$ cat src/rtl/gpio_debounce.sv
// -----------------------------------------------------------------------------
// gpio_debounce
//
// Multi-channel glitch filter for raw GPIO / bus pins. Each channel is brought
// into the clk domain through a two-flop synchroniser. The synchronised level
// is then accepted as the new output only after DEPTH consecutive enabled
// samples disagree with the current output. Accepted edges are reported as
// single-cycle rise/fall pulses. An abandoned pending change is reported as a
// single-cycle glitch pulse.
//
// Parameters
//   WIDTH      number of independent channels (1..64)
//   DEPTH      consecutive differing enabled samples needed to change (2..16)
//   RESET_VAL  reset value of synchroniser and output registers
//
// Ports
//   clk         in   1      single clock, rising edge
//   reset       in   1      asynchronous, active-high reset
//   din         in   WIDTH  raw asynchronous pin levels
//   ena         in   1      sample strobe; filter state advances only when high
//   dout        out  WIDTH  filtered, registered pin levels
//   rise        out  WIDTH  one-cycle pulse when dout goes 0->1
//   fall        out  WIDTH  one-cycle pulse when dout goes 1->0
//   glitch      out  WIDTH  one-cycle pulse when a pending change is abandoned
//   any_change  out  1      OR of rise|fall, registered, coincident with them
// -----------------------------------------------------------------------------
module gpio_debounce #(
  parameter int unsigned      WIDTH     = 1,
  parameter int unsigned      DEPTH     = 2,
  parameter logic [WIDTH-1:0] RESET_VAL = '1
) (
  input  logic             clk,
  input  logic             reset,
  input  logic [WIDTH-1:0] din,
  input  logic             ena,
  output logic [WIDTH-1:0] dout,
  output logic [WIDTH-1:0] rise,
  output logic [WIDTH-1:0] fall,
  output logic [WIDTH-1:0] glitch,
  output logic             any_change
);

  localparam int unsigned     CNT_W   = $clog2(DEPTH);
  localparam logic [CNT_W-1:0] CNT_MAX = CNT_W'(DEPTH - 1);
  localparam logic [CNT_W-1:0] CNT_ONE = CNT_W'(1);

  // Synchroniser stages; these run every clk regardless of ena.
  logic [WIDTH-1:0] s1_q;
  logic [WIDTH-1:0] s2_q;

  // Filter state and registered event pulses.
  logic [WIDTH-1:0] dout_q,   dout_d;
  logic [WIDTH-1:0] rise_q,   rise_d;
  logic [WIDTH-1:0] fall_q,   fall_d;
  logic [WIDTH-1:0] glitch_q, glitch_d;
  logic             any_q,    any_d;
  logic [CNT_W-1:0] cnt_q [WIDTH];
  logic [CNT_W-1:0] cnt_d [WIDTH];

  // Next-state logic. The pulse outputs default to zero so that each pulse
  // lasts exactly one cycle and disabled edges produce no pulses at all.
  always_comb begin
    // NOTE: every output of this block gets a default first, so no path
    // leaves a variable unassigned and no latch is inferred.
    dout_d   = dout_q;
    rise_d   = '0;
    fall_d   = '0;
    glitch_d = '0;
    for (int i = 0; i < int'(WIDTH); i++) begin
      cnt_d[i] = cnt_q[i];
      if (ena) begin
        if (s2_q[i] == dout_q[i]) begin
          // Sample agrees with the output: any pending change is abandoned.
          cnt_d[i]    = '0;
          glitch_d[i] = (cnt_q[i] != '0);
        end else if (cnt_q[i] == CNT_MAX) begin
          // DEPTH-th consecutive differing sample: accept the new level.
          dout_d[i] = s2_q[i];
          cnt_d[i]  = '0;
          rise_d[i] = s2_q[i];
          fall_d[i] = ~s2_q[i];
        end else begin
          cnt_d[i] = cnt_q[i] + CNT_ONE;
        end
      end
    end
    any_d = |(rise_d | fall_d);
  end

  always_ff @(posedge clk or posedge reset) begin
    if (reset) begin
      s1_q     <= RESET_VAL;
      s2_q     <= RESET_VAL;
      dout_q   <= RESET_VAL;
      rise_q   <= '0;
      fall_q   <= '0;
      glitch_q <= '0;
      any_q    <= 1'b0;
      // NOTE: the counter array is reset explicitly; a reset mid-count must
      // discard the pending count, so it cannot be left as uninitialised
      // storage.
      for (int i = 0; i < int'(WIDTH); i++) begin
        cnt_q[i] <= '0;
      end
    end else begin
      // NOTE: non-blocking assignments keep the s1 -> s2 shift a true
      // two-stage pipeline regardless of statement order.
      s1_q     <= din;
      s2_q     <= s1_q;
      dout_q   <= dout_d;
      rise_q   <= rise_d;
      fall_q   <= fall_d;
      glitch_q <= glitch_d;
      any_q    <= any_d;
      for (int i = 0; i < int'(WIDTH); i++) begin
        cnt_q[i] <= cnt_d[i];
      end
    end
  end

  assign dout       = dout_q;
  assign rise       = rise_q;
  assign fall       = fall_q;
  assign glitch     = glitch_q;
  assign any_change = any_q;

endmodule
$ cat config.mk
export PLATFORM = sky130hd
export DESIGN_NAME = gpio_debounce
export DESIGN_NICKNAME = d
export VERILOG_FILES = /design/src/rtl/gpio_debounce.sv
export SDC_FILE = /design/constraint.sdc
export NUM_CORES = 1
export LEC_CHECK = 0
export ABC_CLOCK_PERIOD_IN_PS = 1200
export CORE_AREA = 2 2 39 41
export CTS_BUF_LIST = sky130_fd_sc_hd__clkbuf_16
export DETAILED_ROUTE_END_ITERATION = 10
export DIE_AREA = 0 0 41 43
export GPL_TIMING_DRIVEN = 0
export SLEW_MARGIN = 5
export SYNTH_ARGS = -nofsm -noshare
export SYNTH_HDL_FRONTEND = slang
export SYNTH_SLANG_ARGS = --single-unit
$ cat constraint.sdc
create_clock -name clk -period 1.2 [get_ports clk]
set_input_delay 0.24 -clock clk [delete_from_list [all_inputs] [get_ports clk]]
set_output_delay 0.24 -clock clk [all_outputs]
set_load 0.005 [all_outputs]
# After elaboration in Yosys (flattened, before gate mapping)
# Cells that the tools add are included.
# totals
romBits	0
in_bits	4
ramBits	0
register_bits	8
latch_bits	0
n_memories	0
output_inout_bits	5
word_cells	24
# op_classes
mul	0
bitwise_logic	3
n_mux	10
n_eq_ne	1
order_cmp	0
n_reduce_logical	1
shift	0
n_addsub	1
div	0
# op_table
operator	n
2-to-1 mux 1 bit	10
AND reduction 3 bit	1
NOT 1 bit	2
adder 1 bit (second input constant)	1
equality test 1 bit	1
OR 1 bit	1

# Longest topological paths before layout
# Gate-level depths: netlist of the first run.
# depth
depth_word	5
ltp_mapped	2
depth_no_buf	2

# Worst setup path before layout of the first run
# No wires, ideal clock.
# synth_path
path_kind	reg2reg
start	register dout_q, in the netlist dout
end	register cnt_q
path_stages_with_launch	3
path_slack_ns	0.295
period_less_slack_ns	0.905
t_arrival_ns	0.778
setup_time_ns	0.127
path_buffers	0
required_ns	1.073
cell_sequence	dfstp_2 -> xnor2_1 -> o21ai_1
# synth_via
elab_chain_len	2
# synth_rtl
item	line_no	rtl
start: declaration	52	logic [WIDTH-1:0] dout_q, dout_d;
start signal: assignment	110	dout_q <= dout_d;
equality test 1 bit	72	if (s2_q[i] == dout_q[i]) begin
2-to-1 mux 1 bit	72	
end signal: indexed assignment	116	cnt_q[i] <= cnt_d[i];
end: declaration	57	logic [CNT_W-1:0] cnt_q [WIDTH];
# No other way between the ends.
# A chain may end at the register's enable or synchronous reset.

# Final worst setup path of the first run
# layout_path
start	register dout_q, in the netlist dout
end	output dout
# layout_rtl
item	line_no	rtl
end: declaration	36	output logic [WIDTH-1:0] dout,
# No word-level cell between the ends.

==> results.toml, run 1 <==
[floorplanning]
die_w_um = 41
die_area_mm2 = 0.00176
initial_core_util = 0.205
coreArea_mm2 = 0.00138
core.rowCount = 14
ioPinCount = 9
die_h_um = 43

[clocking]
cts-root-buf = "clkbuf_16"
cts_hold_buf = 0
clock-sinks = 8
numCtsBuffers = 3
clk_pin_slew_ns = 0.04
clk_latency_ns = 0.23
cts_buffer_depth = 2
h-tree-depth = 1
tritoncts = "done"

[power]
p_leak_nw = 0.227
power_frac_comb = 0.196
p_int_mw = 0.917
sw_frac_of_total = 0.209
vdd_drop_max_v = 0.000671
p_clk_frac = 0.479
p_per_area_mw_per_mm2 = 2520
switching_power_mw = 0.242
pwr-share-seq = 0.325

[setup_path]
cp-start-kind = "flip-flop"
crit_path_max_fanout = 2
cp_num_buf_inv = 1
worstPathArrival_ns = 0.86
r2r_slack_ns = 0.18
slowest_stage = "dfstp_2"
crit_chain = "clkbuf_2"
crit_type = "reg2out"
critical_path.top_delay_family = "flip-flops"
cp_data_required_time_ns = 0.96
cpPeakStageDelay_ns = 0.52
critPathCaptureType = "output pin"

[synth]
ys_seq_elements = 8
synth_xor_area_frac = 0.0308
yosys-top-cells-area = "dfrtp_1, dfstp_2, mux2_4, nor3b_1, or2b_2"
synthSimpleGateAreaFrac = 0.167
syn_area_per_cell_um2 = 14.9
synth_fp_nets = 23
netlist_area_um2 = 284
yosys_warnings = 0
async_flop_share = 1.00
syn_inst = 19
synthTopCellsByCount = "dfrtp_1, dfstp_2, nor3b_1"
synth_cell_type_count = 12
muxShareOfSynthArea = 0.0529
ys.flop_type = "dfrtp_1"
synthAdderAreaFrac = 0
synth_top_area_share = 0.441
synth.most_common_cell = "dfrtp_1"
synth_compound_area_frac = 0.0176
synth_top_area_cell = "dfrtp_1"
synth_edf_count = 0
synth_top_family_by_area = "simple AND/OR/NAND/NOR gates"
ys_seq_area_frac = 0.718

[global_routing]
grt_pass1_vias = 172
grt_max_degree = 9
grt_pass1_wl_um = 676
grt-ovfl-total = 0
antenna_found_initial = 0
grt_use_total = 0.0661

[routing]
wl_per_cell_um = 8.65
drtIter0Drc = 1
dr.pass1.iters = 2
vias = 168
drc = 0
viasPerCell = 3.50
wirelength_um = 415
ant_nets = 0

[run_status]
status = "finished, final reports clean"

[final_layout]
instances_no_fill = 48
finish.instance_area_um2 = 460
syn_to_final_growth_pct = 62.1
drive_gt1_frac = 0.344
diodes = 0
finalNetCount = 37

[placement]
dpl.cell_count = 43
portBuffers = 8
gp_congestion = 0.603
place_area_um2 = 384

[sta]
finalSetupViolations = 0
min_period_ns = 1.10
max_freq_ghz = 0.913
hold_viol_final = 0
rsz0062_at_grt = "false"
worstMarginPinSlew_ns = 0.289
timing.final.crit_share = 0.913
maxSlewHeadroom = 0.807
drv_slew = 0
fin_skew_ns = 0.00252

[job]
drv_cap = 0

[min_path]
hp-class = "in2async"
layer usage:
| metal | global-route usage | up-vias | wire, µm |
|---|---|---|---|
| li1 | - | 85 | - |
| met4 | 0.0800 | 0 | 0 |
| met2 | 0.0781 | 9 | 176 |
| met1 | 0.0736 | 74 | 187 |
| met3 | 0.0314 | 0 | 50 |
| met5 | 0 | - | 0 |
kinds of logic (layout without fill, tap and decap cells):
logic type,Yosys count,in the layout
XOR/XNOR,1,1
AO/OA/AOI/OAI,1,1
flip-flops,8,8
multiplexers,1,1
buffers and inverters,1,14
AND/OR/NAND/NOR,7,7
cells in the final DEF (no fill, tap or decap), drive strengths merged:
cell | netlist | final
dfrtp | 5 | 5
dlygate4sd2 | 0 | 4
clkbuf | 0 | 4
dfstp | 3 | 3
clkdlybuf4s50 | 0 | 3
nor3b | 2 | 2
inv | 1 | 2
or2b | 2 | 2
nand2 | 1 | 1
xnor2 | 1 | 1
nor2 | 1 | 1
nor2b | 1 | 1
o21ai | 1 | 1
mux2 | 1 | 1
buf | 0 | 1
metrics by stage:
step                      TNS, ns  hold slack (ns)  utilization  power [mW]  worst slack (ns)
after floorplan                 0           0.0535            -       0.507             0.295
after global placement     -0.100            0.347        0.278       0.607           -0.0884
after detailed placement   -0.138            0.348        0.278       0.618            -0.106
after CTS                       0            0.261        0.336        1.18            0.0109
after global routing            0            0.290        0.333        1.23            0.0766
final                           0            0.255        0.333        1.16             0.104
cell type report:
cell class / count / area, µm²
multi-input combinational: 10 / 76.3
tap: 16 / 20.0
fill: 136 / 923
clock buffer: 3 / 75.1
sequential: 8 / 204
inverter: 1 / 3.75
timing repair buffer: 9 / 77.6
clock inverter: 1 / 3.75
power groups by stage:
stage,registers (mW),clock network (mW),logic (mW)
after global placement,0.390,0,0.217
after CTS,0.374,0.565,0.242
final,0.376,0.555,0.228
after detailed placement,0.398,0,0.221
after global routing,0.383,0.586,0.256
after floorplan,0.393,0,0.114
registers in the layout (all words and copies together) (netlist names):
name / count
cnt_q: 1
rise: 1
s2_q: 1
fall: 1
dout: 1
any_change: 1
s1_q: 1
glitch: 1
what timing repair did:
action,CTS,global route
setup endpoints to repair,5,1
cloned,0,0
gates resized for setup,6,1
buffers inserted,1,0
final timing paths:
| check | start | end | depth (start not counted) |
|---|---|---|---|
| max | dout | dout | 1 |
| max in group asynchronous | reset | s2_q | 2 |
| min reg2reg | s1_q | s2_q | 0 |
| min in group clk | s1_q | s2_q | 0 |
| min | reset | any_change | 2 |
| max reg2reg | dout | cnt_q | 3 |
Note: power is estimated with default switching activity, not from simulation.
==> run 2: changes to the inputs <==
--- a/config.mk
+++ b/config.mk
@@ -11,6 +11,7 @@
 export DETAILED_ROUTE_END_ITERATION = 10
 export DIE_AREA = 0 0 41 43
 export GPL_TIMING_DRIVEN = 0
+export HOLD_SLACK_MARGIN = 0.06
 export SLEW_MARGIN = 5
 export SYNTH_ARGS = -nofsm -noshare
 export SYNTH_HDL_FRONTEND = slang
==> results of run 2 <==
The final DEF is identical to that of run 1; final timing and power are the same.
==> run 3: changes to the inputs <==
--- a/config.mk
+++ b/config.mk
@@ -5,7 +5,6 @@
 export SDC_FILE = /design/constraint.sdc
 export NUM_CORES = 1
 export LEC_CHECK = 0
-export ABC_CLOCK_PERIOD_IN_PS = 1200
 export CORE_AREA = 2 2 39 41
 export CTS_BUF_LIST = sky130_fd_sc_hd__clkbuf_16
 export DETAILED_ROUTE_END_ITERATION = 10
==> results of run 3 <==
The final DEF is identical to that of run 1; final timing and power are the same.
